<file path="src/rtl/cache_pkg.sv">
// Shared constants for the L2 cache: opcodes, FSM states, valid and hit encodings.
package cache_pkg;

   localparam logic [1:0] OP_FLASH      = 2'b00;
   localparam logic [1:0] OP_READ       = 2'b01;
   localparam logic [1:0] OP_WRITE      = 2'b10;
   localparam logic [1:0] OP_INVALIDATE = 2'b11;

   typedef enum logic [1:0] {
      ST_IDLE   = 2'd0,
      ST_LOOKUP = 2'd1,
      ST_RESP   = 2'd2
   } state_t;

   localparam logic VALID_SET = 1'b1;
   localparam logic VALID_CLR = 1'b0;

   // Hit/miss encoding shared with the L1 cache.
   localparam logic HIT  = 1'b1;
   localparam logic MISS = 1'b0;

endpackage

</file>
<file path="src/rtl/cache_l2_lru_if.sv">
// Request/response bundle between an L1-side requester and the L2 cache.
interface cache_l2_lru_if #(
   parameter int unsigned TAG_WIDTH    = 4,
   parameter int unsigned DATA_WIDTH   = 8,
   parameter int unsigned OPCODE_WIDTH = 2
) ();

   localparam int unsigned LINE_WIDTH = OPCODE_WIDTH + TAG_WIDTH + DATA_WIDTH;

   logic [LINE_WIDTH-1:0] vector_in;
   logic                  req_valid;
   logic                  req_ready;
   logic                  resp_valid;
   logic                  resp_ready;
   logic [DATA_WIDTH-1:0] data_out;
   logic                  hit_miss_out;
   logic                  evict_out;
   logic [TAG_WIDTH-1:0]  evict_tag_out;
   logic [DATA_WIDTH-1:0] evict_data_out;

   modport master (
      output vector_in, req_valid, resp_ready,
      input  req_ready, resp_valid, data_out, hit_miss_out,
             evict_out, evict_tag_out, evict_data_out
   );

   modport slave (
      input  vector_in, req_valid, resp_ready,
      output req_ready, resp_valid, data_out, hit_miss_out,
             evict_out, evict_tag_out, evict_data_out
   );

endinterface

</file>
<file path="src/rtl/lru_age_tracker.sv">
// True-LRU age array: age 0 is MRU, ages always form a permutation of 0..ENTRIES-1.
module lru_age_tracker #(
   parameter  int unsigned ENTRIES    = 16,
   localparam int unsigned ENTRY_BITS = $clog2(ENTRIES)
) (
   input  logic                  clk,
   input  logic                  reset,
   input  logic                  touch,
   input  logic [ENTRY_BITS-1:0] touch_idx,
   output logic [ENTRY_BITS-1:0] lru_idx
);

   logic [ENTRY_BITS-1:0] age_q [ENTRIES];
   logic [ENTRY_BITS-1:0] touch_age;

   assign touch_age = age_q[touch_idx];

   // Touched entry becomes MRU; every entry younger than it ages by one.
   always_ff @(posedge clk or negedge reset) begin
      if (!reset) begin
         for (int i = 0; i < ENTRIES; i++) begin
            age_q[i] <= ENTRY_BITS'(i);
         end
      end else if (touch) begin
         for (int i = 0; i < ENTRIES; i++) begin
            if (ENTRY_BITS'(i) == touch_idx) begin
               age_q[i] <= '0;
            end else if (age_q[i] < touch_age) begin
               age_q[i] <= age_q[i] + ENTRY_BITS'(1);
            end
         end
      end
   end

   // Locate the oldest entry.
   always_comb begin
      lru_idx = '0;
      for (int i = 0; i < ENTRIES; i++) begin
         if (age_q[i] == ENTRY_BITS'(ENTRIES - 1)) begin
            lru_idx = ENTRY_BITS'(i);
         end
      end
   end

endmodule

</file>
<file path="src/rtl/cache_l2_lru.sv">
// Clocked fully-associative L2 cache with valid/ready handshake, true-LRU
// replacement, invalidate and eviction reporting.
module cache_l2_lru
   import cache_pkg::*;
#(
   parameter  int unsigned TAG_WIDTH    = 4,
   parameter  int unsigned DATA_WIDTH   = 8,
   parameter  int unsigned ENTRIES      = 16,
   parameter  int unsigned OPCODE_WIDTH = 2,
   localparam int unsigned LINE_WIDTH   = OPCODE_WIDTH + TAG_WIDTH + DATA_WIDTH,
   localparam int unsigned ENTRY_BITS   = $clog2(ENTRIES)
) (
   input  logic          clk,
   input  logic          reset,
   input  logic          enable,
   cache_l2_lru_if.slave bus
);

   state_t state_q, state_d;
   logic   do_lookup;

   logic [LINE_WIDTH-1:0]   req_q;
   logic [OPCODE_WIDTH-1:0] req_op;
   logic [TAG_WIDTH-1:0]    req_tag;
   logic [DATA_WIDTH-1:0]   req_data;

   logic [ENTRIES-1:0]    valid_q, valid_d;
   logic [TAG_WIDTH-1:0]  tag_q  [ENTRIES];
   logic [DATA_WIDTH-1:0] data_q [ENTRIES];

   logic                  hit;
   logic                  has_free;
   logic [ENTRY_BITS-1:0] hit_idx, free_idx, victim_idx, lru_idx;

   logic                  wr_en, touch;
   logic [ENTRY_BITS-1:0] wr_idx, touch_idx;

   logic                  rsp_hit_d, rsp_hit_q;
   logic                  rsp_evict_d, rsp_evict_q;
   logic [DATA_WIDTH-1:0] rsp_data_d, rsp_data_q;
   logic [TAG_WIDTH-1:0]  rsp_etag_d, rsp_etag_q;
   logic [DATA_WIDTH-1:0] rsp_edata_d, rsp_edata_q;

   assign req_op   = req_q[LINE_WIDTH-1 -: OPCODE_WIDTH];
   assign req_tag  = req_q[DATA_WIDTH +: TAG_WIDTH];
   assign req_data = req_q[DATA_WIDTH-1:0];

   // FSM state register.
   always_ff @(posedge clk or negedge reset) begin
      if (!reset) state_q <= ST_IDLE;
      else        state_q <= state_d;
   end

   // FSM next state and handshake outputs.
   always_comb begin
      state_d        = state_q;
      do_lookup      = 1'b0;
      bus.req_ready  = 1'b0;
      bus.resp_valid = 1'b0;
      case (state_q)
         ST_IDLE: begin
            bus.req_ready = enable;
            if (bus.req_valid && enable) state_d = ST_LOOKUP;
         end
         ST_LOOKUP: begin
            do_lookup = 1'b1;
            state_d   = ST_RESP;
         end
         ST_RESP: begin
            bus.resp_valid = 1'b1;
            if (bus.resp_ready) state_d = ST_IDLE;
         end
         default: state_d = ST_IDLE;
      endcase
   end

   // Request capture at acceptance.
   always_ff @(posedge clk or negedge reset) begin
      if (!reset) begin
         req_q <= '0;
      end else if (state_q == ST_IDLE && bus.req_valid && enable) begin
         req_q <= bus.vector_in;
      end
   end

   // Tag match, lowest free entry and replacement victim.
   always_comb begin
      hit      = 1'b0;
      hit_idx  = '0;
      has_free = 1'b0;
      free_idx = '0;
      for (int i = 0; i < ENTRIES; i++) begin
         if (!hit && valid_q[i] == VALID_SET && tag_q[i] == req_tag) begin
            hit     = 1'b1;
            hit_idx = ENTRY_BITS'(i);
         end
         if (!has_free && valid_q[i] == VALID_CLR) begin
            has_free = 1'b1;
            free_idx = ENTRY_BITS'(i);
         end
      end
      victim_idx = has_free ? free_idx : lru_idx;
   end

   // Opcode decode: array update, LRU touch and response values.
   always_comb begin
      valid_d     = valid_q;
      wr_en       = 1'b0;
      wr_idx      = hit_idx;
      touch       = 1'b0;
      touch_idx   = hit_idx;
      rsp_hit_d   = MISS;
      rsp_data_d  = '0;
      rsp_evict_d = 1'b0;
      rsp_etag_d  = '0;
      rsp_edata_d = '0;
      case (req_op)
         OP_FLASH: begin
            valid_d = {ENTRIES{VALID_CLR}};
         end
         OP_READ: begin
            if (hit) begin
               rsp_hit_d  = HIT;
               rsp_data_d = data_q[hit_idx];
               touch      = 1'b1;
            end
         end
         OP_WRITE: begin
            wr_en = 1'b1;
            touch = 1'b1;
            if (hit) begin
               rsp_hit_d = HIT;
            end else begin
               wr_idx              = victim_idx;
               valid_d[victim_idx] = VALID_SET;
               if (valid_q[victim_idx] == VALID_SET) begin
                  rsp_evict_d = 1'b1;
                  rsp_etag_d  = tag_q[victim_idx];
                  rsp_edata_d = data_q[victim_idx];
               end
            end
            touch_idx = wr_idx;
         end
         OP_INVALIDATE: begin
            if (hit) begin
               rsp_hit_d        = HIT;
               valid_d[hit_idx] = VALID_CLR;
            end
         end
         default: ;
      endcase
   end

   // Valid bits: cleared by reset, updated only on the lookup edge.
   always_ff @(posedge clk or negedge reset) begin
      if (!reset)         valid_q <= {ENTRIES{VALID_CLR}};
      else if (do_lookup) valid_q <= valid_d;
   end

   // Tag/data storage; contents are meaningless until the valid bit is set.
   always_ff @(posedge clk) begin
      if (do_lookup && wr_en) begin
         tag_q[wr_idx]  <= req_tag;
         data_q[wr_idx] <= req_data;
      end
   end

   // Response registers, loaded on the lookup edge and held through RESP.
   always_ff @(posedge clk or negedge reset) begin
      if (!reset) begin
         rsp_hit_q   <= MISS;
         rsp_data_q  <= '0;
         rsp_evict_q <= 1'b0;
         rsp_etag_q  <= '0;
         rsp_edata_q <= '0;
      end else if (do_lookup) begin
         rsp_hit_q   <= rsp_hit_d;
         rsp_data_q  <= rsp_data_d;
         rsp_evict_q <= rsp_evict_d;
         rsp_etag_q  <= rsp_etag_d;
         rsp_edata_q <= rsp_edata_d;
      end
   end

   assign bus.hit_miss_out   = rsp_hit_q;
   assign bus.data_out       = rsp_data_q;
   assign bus.evict_out      = rsp_evict_q;
   assign bus.evict_tag_out  = rsp_etag_q;
   assign bus.evict_data_out = rsp_edata_q;

   lru_age_tracker #(.ENTRIES(ENTRIES)) u_lru (
      .clk       (clk),
      .reset     (reset),
      .touch     (do_lookup && touch),
      .touch_idx (touch_idx),
      .lru_idx   (lru_idx)
   );

endmodule

</file>
<file path="src/flat_wrapper.sv">
// flat-port wrapper written by rule: the top's interface ports become plain ports
module cache_l2_lru_flat import cache_pkg::*;
#(
   parameter  int unsigned TAG_WIDTH    = 4,
   parameter  int unsigned DATA_WIDTH   = 8,
   parameter  int unsigned ENTRIES      = 16,
   parameter  int unsigned OPCODE_WIDTH = 2,
   localparam int unsigned LINE_WIDTH   = OPCODE_WIDTH + TAG_WIDTH + DATA_WIDTH,
   localparam int unsigned ENTRY_BITS   = $clog2(ENTRIES)
)
  (clk, reset, enable, bus_vector_in, bus_req_valid, bus_resp_ready, bus_req_ready, bus_resp_valid, bus_data_out, bus_hit_miss_out, bus_evict_out, bus_evict_tag_out, bus_evict_data_out);
  cache_l2_lru_if #(.TAG_WIDTH(TAG_WIDTH), .DATA_WIDTH(DATA_WIDTH), .OPCODE_WIDTH(OPCODE_WIDTH)) bus_i ();
  input  logic clk;
  input  logic reset;
  input  logic enable;
  input wire logic [$bits(bus_i.vector_in)-1:0] bus_vector_in;
  input wire logic [$bits(bus_i.req_valid)-1:0] bus_req_valid;
  input wire logic [$bits(bus_i.resp_ready)-1:0] bus_resp_ready;
  output wire logic [$bits(bus_i.req_ready)-1:0] bus_req_ready;
  output wire logic [$bits(bus_i.resp_valid)-1:0] bus_resp_valid;
  output wire logic [$bits(bus_i.data_out)-1:0] bus_data_out;
  output wire logic [$bits(bus_i.hit_miss_out)-1:0] bus_hit_miss_out;
  output wire logic [$bits(bus_i.evict_out)-1:0] bus_evict_out;
  output wire logic [$bits(bus_i.evict_tag_out)-1:0] bus_evict_tag_out;
  output wire logic [$bits(bus_i.evict_data_out)-1:0] bus_evict_data_out;
  assign bus_i.vector_in = bus_vector_in;
  assign bus_i.req_valid = bus_req_valid;
  assign bus_i.resp_ready = bus_resp_ready;
  assign bus_req_ready = bus_i.req_ready;
  assign bus_resp_valid = bus_i.resp_valid;
  assign bus_data_out = bus_i.data_out;
  assign bus_hit_miss_out = bus_i.hit_miss_out;
  assign bus_evict_out = bus_i.evict_out;
  assign bus_evict_tag_out = bus_i.evict_tag_out;
  assign bus_evict_data_out = bus_i.evict_data_out;
  cache_l2_lru #(.TAG_WIDTH(TAG_WIDTH), .DATA_WIDTH(DATA_WIDTH), .ENTRIES(ENTRIES), .OPCODE_WIDTH(OPCODE_WIDTH)) u_core (.clk(clk), .reset(reset), .enable(enable), .bus(bus_i));
endmodule
</file>
<file path="config.mk">
export PLATFORM = sky130hd
export DESIGN_NAME = cache_l2_lru_flat
export DESIGN_NICKNAME = d
export VERILOG_FILES = /design/src/rtl/cache_pkg.sv /design/src/rtl/cache_l2_lru_if.sv /design/src/rtl/lru_age_tracker.sv /design/src/rtl/cache_l2_lru.sv /design/src/flat_wrapper.sv
export SDC_FILE = /design/constraint.sdc
export NUM_CORES = 1
export LEC_CHECK = 0
export ABC_AREA = 1
export CAP_MARGIN = 5
export CORE_ASPECT_RATIO = 0.75
export CORE_MARGIN = 5
export CORE_UTILIZATION = 52
export CTS_CLUSTER_SIZE = 40
export DETAILED_ROUTE_END_ITERATION = 7
export GPL_TIMING_DRIVEN = 1
export PLACE_DENSITY_LB_ADDON = 0.2
export SKIP_CTS_REPAIR_TIMING = 1
export SYNTH_ARGS = -nofsm -noshare
export SYNTH_HDL_FRONTEND = slang
export SYNTH_HIERARCHICAL = 1
export SYNTH_SLANG_ARGS = --single-unit
</file>
<file path="constraint.sdc">
create_clock -name clk -period 7.8 [get_ports clk]
set_clock_uncertainty 0.2 [all_clocks]
set_input_delay 1.95 -clock clk [delete_from_list [all_inputs] [get_ports clk]]
set_output_delay 1.95 -clock clk [all_outputs]
set_load 0.01 [all_outputs]
</file>
# ---- Word level (Yosys, flattened, before mapping)
# Memories as Yosys holds them, arrays and structs flattened.
# Index checks and enable logic that the tools add are counted.
dict set report op_classes {
  addsub 16
  order_cmp 21
  n_eq_ne 55
  muxes 147
  bitwise_logic 19
  reduce_logical 121
}
# cell n
set ops {}
lappend ops {{$mux 4} 70}
lappend ops {{$add 4x1->4 const B} 16}
lappend ops {{$eq 4x4->1} 16}
lappend ops {{$lt 4x4->1} 16}
lappend ops {{$eq 4x4->1 const B} 15}
lappend ops {{$logic_and 1x1->1} 53}
lappend ops {{$mux 1} 49}
lappend ops {{$pmux 16 s3} 1}
lappend ops {{$mux 8} 5}
lappend ops {{$reduce_and 2->1} 17}
lappend ops {{$eq 4x4->1 const A} 8}
lappend ops {{$mux 16} 2}
lappend ops {{$reduce_bool 2->1} 16}
lappend ops {{$logic_not 1->1} 29}
lappend ops {{$mux 3} 8}
lappend ops {{$and 16x16->16} 1}
lappend ops {{$bmux 4 s4} 1}
lappend ops {{$eq 3x4->1 const A} 4}
lappend ops {{$not 16->16} 1}
lappend ops {{$or 16x16->16} 1}
lappend ops {{$not 1->1} 15}
lappend ops {{$mux 2} 6}
lappend ops {{$lt 4x5->1 const B} 2}
lappend ops {{$demux 1 s4} 2}
lappend ops {{17 further kinds} 25}
dict set report totals {
  regBits 118
  mem_bits_rw 192
  inputBits 19
  output_inout_bits 24
  elab_cells 405
  mem_count 2
}
# memory words word_bits rd rd_clocked_by_memory_dff wr line
set memory_table {}
lappend memory_table {u_core.data_q 16 8 2 0 1 cache_l2_lru.sv:29} ;# logic [DATA_WIDTH-1:0] data_q [ENTRIES];
lappend memory_table {u_core.tag_q 16 4 17 0 1 cache_l2_lru.sv:28} ;# logic [TAG_WIDTH-1:0] tag_q [ENTRIES];

# ---- Logic depth before layout (Yosys ltp)
# Gate-level depths: netlist (run 1).
# An unclocked memory read counts as a cell.
dict set report logic_depth {
  depth_word 73
  depth_mapped 39
  mapped_depth_nobuf 36
}

# ---- Modules after synthesis
# The synthesis (run 1) kept the hierarchy.
# mod n_inst cells_each area_per_inst_um2 seq_area_each_um2
set modules_own_cells {}
lappend modules_own_cells {cache_l2_lru 1 1676 13472.9 7116.8}
lappend modules_own_cells {lru_age_tracker 1 867 5733.0 1641.6}

# ---- Worst setup path after synthesis (run 1)
# OpenSTA, ideal clock, no wires.
dict set report synth_path {
  kind {reg-to-reg}
  from {register u_core.req_q[10]}
  to {register u_core/u_lru/age_q[28] (netlist bit)}
  setup_ns 0.117
  arrival_time_ns 5.562
  required_ns 7.483
  slack_ns 1.921
  path_stages_with_launch 30
  n_path_buf 3
  synth_period_minus_slack_ns 5.879
  cell_sequence {dfrtp_1 > buf_4 > xor2_1 > nor2_1 > nand2_1 > nand2_1 > nor2_4 > nand4_4 > nor2_4 > nand4_2 > nor4_2 > nand2_1 > nor2_2 > nand2_1 > o21ai_2 > buf_6 > nor2_1 > clkbuf_1 > a22oi_1 > a21oi_1 > nor4_1 > ha_1 > nand2_1 > nand2_1 > nand2_1 > nand2_1 > nand2_1 > nand2_1 > nand2_1 > nand2_1}
}
dict set report synth_via {
  elab_chain_cells 72
  elab_cells_between_ends 107
  cone_classes {1 x order compare; 17 x eq/ne; 39 x mux; 1 x bitwise; 49 x reduce/logical}
}
# element line
set synth_lines {}
lappend synth_lines {{start: declaration} cache_l2_lru.sv:22} ;# logic [LINE_WIDTH-1:0] req_q;
lappend synth_lines {{start signal: assignment} cache_l2_lru.sv:82} ;# req_q <= bus.vector_in;
lappend synth_lines {{$eq 4x4->1} cache_l2_lru.sv:93} ;# if (!hit && valid_q[i] == VALID_SET && tag_q[i] == req_tag) begin
lappend synth_lines {{$logic_and 1x1->1} cache_l2_lru.sv:93}
lappend synth_lines {{$mux 1} cache_l2_lru.sv:93}
lappend synth_lines {{$logic_not 1->1} cache_l2_lru.sv:93}
lappend synth_lines {{$logic_and 1x1->1 (2 in series)} cache_l2_lru.sv:93}
lappend synth_lines {{$mux 1} cache_l2_lru.sv:93}
lappend synth_lines {{$logic_not 1->1} cache_l2_lru.sv:93}
lappend synth_lines {{$logic_and 1x1->1 (2 in series)} cache_l2_lru.sv:93}
lappend synth_lines {{(+54 left out)} -}
lappend synth_lines {{$mux 4 (*)} cache_l2_lru.sv:117} ;# case (req_op)
lappend synth_lines {{via u_core.touch_idx[0]} cache_l2_lru.sv:36} ;# logic [ENTRY_BITS-1:0] wr_idx, touch_idx;
lappend synth_lines {{$not 4->5 (not written as such)} lru_age_tracker.sv:16} ;# assign touch_age = age_q[touch_idx];
lappend synth_lines {{$bmux 4 s4} lru_age_tracker.sv:16}
lappend synth_lines {{$mux 4 (not written as such) (2 in series)} lru_age_tracker.sv:16}
lappend synth_lines {{$lt 4x4->1} lru_age_tracker.sv:28} ;# end else if (age_q[i] < touch_age) begin
lappend synth_lines {{$reduce_bool 2->1 (no line)} -}
lappend synth_lines {{$reduce_and 2->1 (no line)} -}
lappend synth_lines {{end signal: indexed assignment} lru_age_tracker.sv:22} ;# age_q[i] <= ENTRY_BITS'(i);
lappend synth_lines {{end signal: indexed assignment} lru_age_tracker.sv:29} ;# age_q[i] <= age_q[i] + ENTRY_BITS'(1);
lappend synth_lines {{end: declaration} lru_age_tracker.sv:13} ;# logic [ENTRY_BITS-1:0] age_q [ENTRIES];
# Mark *: on every way through the listed nets, which the timed path passes. The rest lies on a longest branch. The select of a mux whose other input is x is not followed.
# A chain may end at the register's enable or synchronous reset.

# ---- Final worst setup path (run 1)
dict set report layout_path {
  from {register u_core.req_q[10]}
  to {register u_core/u_lru/age_q[39] (netlist bit)}
}
# Same word-level chain as after synthesis.

==> results of run 1 <==
[worst min-delay path: cells and delay by family (launching register included)]
family        cells  cell delay (ns)
simple gates      2             0.10
flops             1             0.34
[cell families after synthesis]
| group | Yosys count |
|---|---|
| XOR/XNOR | 29 |
| flip-flops | 310 |
| buffers and inverters | 427 |
| AND/OR/NAND/NOR | 1498 |
| AO/OA/AOI/OAI | 210 |
| adder cells (fa/ha/maj) | 69 |
[cell usage after synthesis (all sizes together), types with 17 or more instances]
cell | instances | area share, %
a22oi | 18 | 0.70
nor2 | 218 | 4.6
dfstp | 32 | 4.4
inv | 342 | 6.7
a21oi | 42 | 1.2
buf | 54 | 1.8
ha | 69 | 4.5
nand2 | 999 | 20
nand3 | 189 | 5.0
nand4 | 48 | 1.7
xor2 | 17 | 0.78
o21ai | 104 | 3.0
dfrtp | 86 | 11
clkbuf | 27 | 0.53
nor3 | 23 | 0.60
edfxtp | 192 | 30
[worst max-delay path by stage]
stage	from	endpoint	cells past startpoint
after CTS	u_core/req_q[10]	u_core/u_lru/age_q[39]	24
final	u_core/req_q[10]	u_core/u_lru/age_q[39]	24
after global routing	u_core/req_q[9]	u_core/u_lru/age_q[39]	28
after floorplan	u_core/req_q[10]	u_core/u_lru/age_q[28]	29
after detailed placement	u_core/req_q[10]	u_core/u_lru/age_q[39]	24
after global placement	u_core/req_q[8]	u_core/u_lru/age_q[36]	28
[stage by stage]
| stage | util (%) | total power (µW) | setup WS, ns |
|---|---|---|---|
| global placement | 54.5 | 2810 | 1.62 |
| floorplan | - | 2530 | 1.92 |
| global route | 57.7 | 4670 | 0.726 |
| CTS | 57.6 | 4480 | 1.43 |
| finish | 57.7 | 4500 | 1.23 |
| detailed placement | 54.5 | 2830 | 1.44 |
[where the power goes]
part / internal (µW) / switching, µW / total [µW]
logic: 228 / 665 / 893
clock network: 971 / 691 / 1660
registers: 1850 / 97.9 / 1950
total: 3050 / 1450 / 4500
[registers in the layout, summed over array words and instances (netlist names)]
name,count
u_core/valid_q,16
u_core/req_q,14
u_core/tag_q,64
u_core/state_q,2
u_core/bus.evict_tag_out,4
u_core/u_lru/age_q,64
u_core/bus.hit_miss_out,1
u_core/data_q,128
u_core/bus.evict_out,1
u_core/bus.evict_data_out,8
u_core/bus.data_out,8
[placed cells by master, fill, tap and decap left out, drive strengths merged, types with 32 or more instances in the layout]
master and instances:
nor2 218, edfxtp 192, inv 342, a21oi 42, nand2 999, dfstp 32
nand4 48, ha 69, clkbuf 41, clkdlybuf4s50 41, o21ai 104, nand3 189
dfrtp 86
[layout make-up]
class,instances,area [µm²],share of cell area (%)
flip-flops and latches,310,8760,41.3
multi-input cells,1806,8740,41.2
inverters,346,1300,6.14
clock buffers,40,905,4.26
repair buffers,71,642,3.03
well taps,504,631,2.97
clock inverters,23,236,1.11
[routing by layer]
layer	vias to the layer above	share of wire [%]	global-route usage, %	routed length, µm
met5	-	0	0	0
li1	8225	-	-	-
met1	8150	45	44.7	26600
met4	0	2.5	7.80	1490
met3	122	13	7.25	7830
met2	981	40	39.3	23600
==> flow_summary.yaml, run 1 <==
layout:
  area_delta_synth_final_pct: 10.4
  layout.cells.non_filler: 3100
  fin_area_um2: 21200
  n_fill_cell: 3334
  drive_gt1_share_pct: 7.78
  diodes: 0
  nNetsFinal: 2658
route:
  drt_iter0_markers: 2251
  drt_wl_total_um: 59500
  wl_per_cell_um: 19.2
  vias_per_cell: 5.64
  vias: 17500
  drt.antenna.violating_nets: 0
  drcViolationCount: 0
  first_pass_iters: 6
synth:
  synthAdderAreaFrac_pct: 4.50
  syn_area_um2: 19200
  syn_avg_cell_area_um2: 7.55
  synth_ff_type: "edfxtp_1"
  synth_top_family_by_area: "simple AND/OR/NAND/NOR gates"
  ys_warn_count: 6
  syn_inst: 2543
  muxShareOfSynthArea_pct: 0
  synth_compound_area_share_pct: 6.69
  synth_cell_types: 59
  seq_area_frac_synth_pct: 45.6
  ys_seq_elements: 310
  synth_xor_area_share_pct: 1.32
  async_flop_share_pct: 38.1
  synth_edf_count: 192
  synth_nets: 2631
  synth-simple-area-share_pct: 32.8
die:
  dieArea_um2: 40900
  std_cell_rows: 61
  io_pins: 43
  dieWidth_um: 232
  initial_utilization_pct: 52.2
  die_h_um: 176
  coreArea_um2: 36800
grt:
  overflow: 0
  track_usage_pct: 28.6
  grt_pass1_vias: 15800
  grt_max_degree: 81
  antenna_found_initial: 0
  grt_pass1_wl_um: 91300
sta:
  slew_headroom_pct: 15.9
  worstMarginPinSlew_ns: 1.26
  max_freq_mhz: 152
  tns_ns: 0
  whs_ns: 0.282
  rsz0062_at_grt: "no"
  drv_slew: 0
  setup_viol: 0
  finalCritPeriodShare_pct: 84.3
  min_period_ns: 6.57
  hold_viol_final: 0
hold_path:
  hold_path_end: "u_core/bus.evict_data_out[2]"
  hold_class: "reg -> reg"
  min-delay-start: "u_core/bus.evict_data_out[2]"
  worstHoldPathCells: 2
critical_path:
  cp.required_ns: 8.01
  cp_slowest_stage_delay_ns: 0.74
  cp-start-kind: "register"
  r2r_end: "u_core/u_lru/age_q[39]"
  critical_path_class: "reg -> reg"
  reg2reg_slack_ns: 1.23
  crit_arrival_ns: 6.78
  cp_top_family: "simple AND/OR/NAND/NOR gates"
  cp_num_buf_inv: 2
  rr_worst_depth: 24
  slowest_stage: "o21ai_2"
  end_kind: "register"
  r2r_start: "u_core/req_q[10]"
  path_max_fanout: 23
  path_cells: "buf_4 -> or2_2 -> a21oi_1 -> nand4_1 -> nand4_4 -> nor2_4 -> nand4_2 -> nor4_2 -> nand2_1 -> nor2_2 -> nand2_1 -> o21ai_2 -> nor2_1 -> a22oi_1 -> o221ai_1 -> a221oi_2 -> buf_4 -> ha_1 -> a21oi_1 -> nand2_1 -> nand2_1 -> nand2_1 -> nand2_1 -> nand2_1"
  crit_top_cell: "nand2_1"
cts:
  cts_made_buffers: 35
  clock_latency_ns: 0.55
  clk_pin_slew_ns: 0.06
  cts_buffer_depth: 3
  cts_tree: "built"
  clock-sinks: 310
  root_buffer: "clkbuf_16"
  h-tree-depth: 2
place:
  hpwl_um: 40400
  routabilityCongestion: 0.947
  placed_area_um2: 20100
  dpl.cell_count: 3036
  io_buffers: 42
run:
  max-cap-violations: 0
power_and_ir_drop:
  ir_drop_mv: 0.138
  p_leak_uw: 0.00989
  p_per_area_nw_per_um2: 212
outcome:
  status: "complete, no violations"
Power figures use the tool's default switching activity.
==> run 2: changes to the inputs <==
==> constraint.sdc (replaced) <==
create_clock -name clk -period 5.4 [get_ports clk]
set_clock_uncertainty 0.2 [all_clocks]
set_input_delay 1.35 -clock clk [delete_from_list [all_inputs] [get_ports clk]]
set_output_delay 1.35 -clock clk [all_outputs]
set_load 0.01 [all_outputs]
==> flow_summary.yaml, run 2 (synthesis results as in run 1) <==
outcome:
  status: "complete, no violations"
place:
  hpwl_um: 42500
  pre_cts_ws_ns: -0.198
  io_buffers: 42
  routabilityCongestion: 0.960
route:
  vias: 17900
  wl_per_cell_um: 19.2
  drt.antenna.violating_nets: 0
  drt_iter0_markers: 2334
  vias_per_cell: 5.62
  first_pass_iters: 6
  drcViolationCount: 0
  drt_wl_total_um: 61200
cts:
  cts_tree: "built"
  root_buffer: "clkbuf_16"
  h-tree-depth: 2
  clock-sinks: 310
  clock_latency_ns: 0.54
  clk_pin_slew_ns: 0.06
  cts_buffer_depth: 3
  cts_made_buffers: 34
grt:
  grt_pass1_wl_um: 94100
  track_usage_pct: 29.4
  antenna_found_initial: 0
  top_usage_layer: "met1"
  use_met2_pct: 41.0
  grt_util_met1_pct: 46.1
  grt_pass1_vias: 16400
  overflow: 0
  grt_max_degree: 81
  grt_use_met3_pct: 7.44
critical_path:
  path_max_fanout: 13
  cp.required_ns: 5.62
  end_kind: "register"
  slowest_stage: "dfrtp_2"
  cp_slowest_stage_delay_ns: 0.47
  cp-start-kind: "register"
  critical_path_class: "reg -> reg"
  crit_arrival_ns: 5.41
layout:
  nNetsFinal: 2736
  area_delta_synth_final_pct: 14.5
  drive_gt1_share_pct: 11.0
  top_register: "u_core/data_q"
  largest_reg_flops: 128
  fin_util_pct: 59.8
  layout_commonest_cell: "nand2_1"
  mostFrequentLayoutCells: "nand2_1 (961), inv_1 (333), nor2_1 (203), edfxtp_1 (192), nand3_1 (187)"
  reg_top3: "u_core/data_q: 128 flops, u_core/tag_q: 64 flops, u_core/u_lru/age_q: 64 flops"
power_and_ir_drop:
  ir_drop_mv: 0.230
  p_per_area_nw_per_um2: 297
  p_leak_uw: 0.0103
sta:
  hold_viol_final: 0
  worst_slack_ns: 0.208
  drv_slew: 0
  min_period_ns: 5.19
  slew_headroom_pct: 31.6
  max_freq_mhz: 193
  rsz0062_at_grt: "yes"
  worstMarginPinSlew_ns: 1.02
  setup_viol: 0
  finalCritPeriodShare_pct: 96.2
die:
  coreArea_um2: 36800
  dieArea_um2: 40900
  std_cell_rows: 61
  initial_utilization_pct: 52.2
  io_pins: 43
  die_h_um: 176
  dieWidth_um: 232
hold_path:
  hold_class: "reg -> reg"
run:
  max-cap-violations: 0
[run 2: power by group]
part	switching [µW]	internal, µW	total, µW
Sequential	144	2670	2810
Clock	967	1370	2340
Combinational	984	409	1390
[run 2: worst paths after layout]
path                                           start                     end  slack, ns  depth (start not counted)
worst max-delay path                u_core/req_q[10]  u_core/u_lru/age_q[55]       0.21                         31
worst min-delay path            u_core/bus.evict_out    u_core/bus.evict_out       0.28                          2
max in group asynchronous                      reset   u_core/u_lru/age_q[6]       3.43                          2
worst max register to register      u_core/req_q[10]  u_core/u_lru/age_q[55]       0.21                         31
min in group asynchronous                      reset  u_core/u_lru/age_q[52]       0.70                          1
worst min register to register  u_core/bus.evict_out    u_core/bus.evict_out       0.28                          2
[run 2: area by class of cell]
cell class | count | area (µm²)
flip-flops and latches | 310 | 8760
diodes | 1 | 2.50
fillers | 3269 | 14800
inverters | 346 | 1320
clock buffers | 52 | 991
repair buffers | 150 | 1270
clock inverters | 9 | 115
multi-input cells | 1806 | 8910
well taps | 504 | 631
[run 2: per-stage QoR]
step	setup TNS (ns)	hold slack [ns]	std cells	area (µm²)	total power, µW
floorplan	0	0.268	2543	19200	3650
finish	0	0.276	3178	22000	6540
global placement	-0.134	0.264	3096	20500	4130
global route	-0.154	0.301	3177	22000	6790
CTS	-10.08	0.281	3157	21600	6480
detailed placement	-7.69	0.266	3096	20500	4150
[run 2: critical path, delay by kind of cell, from the launching register on]
family,cells,cell delay [ns]
xor gates and xnor gates,1,0.15
DFF,1,0.47
adders and majority gates,1,0.29
buffers and inverters,10,1.26
and+or+nand+nor,16,2.01
AOI/OAI and AO/OA,3,0.66
[run 2: layer usage]
metal | part of all wire [%] | routed length, µm
met1 | 45 | 27300
met2 | 40 | 24500
met3 | 14 | 8330
met4 | 1.8 | 1100
met5 | 0 | 0
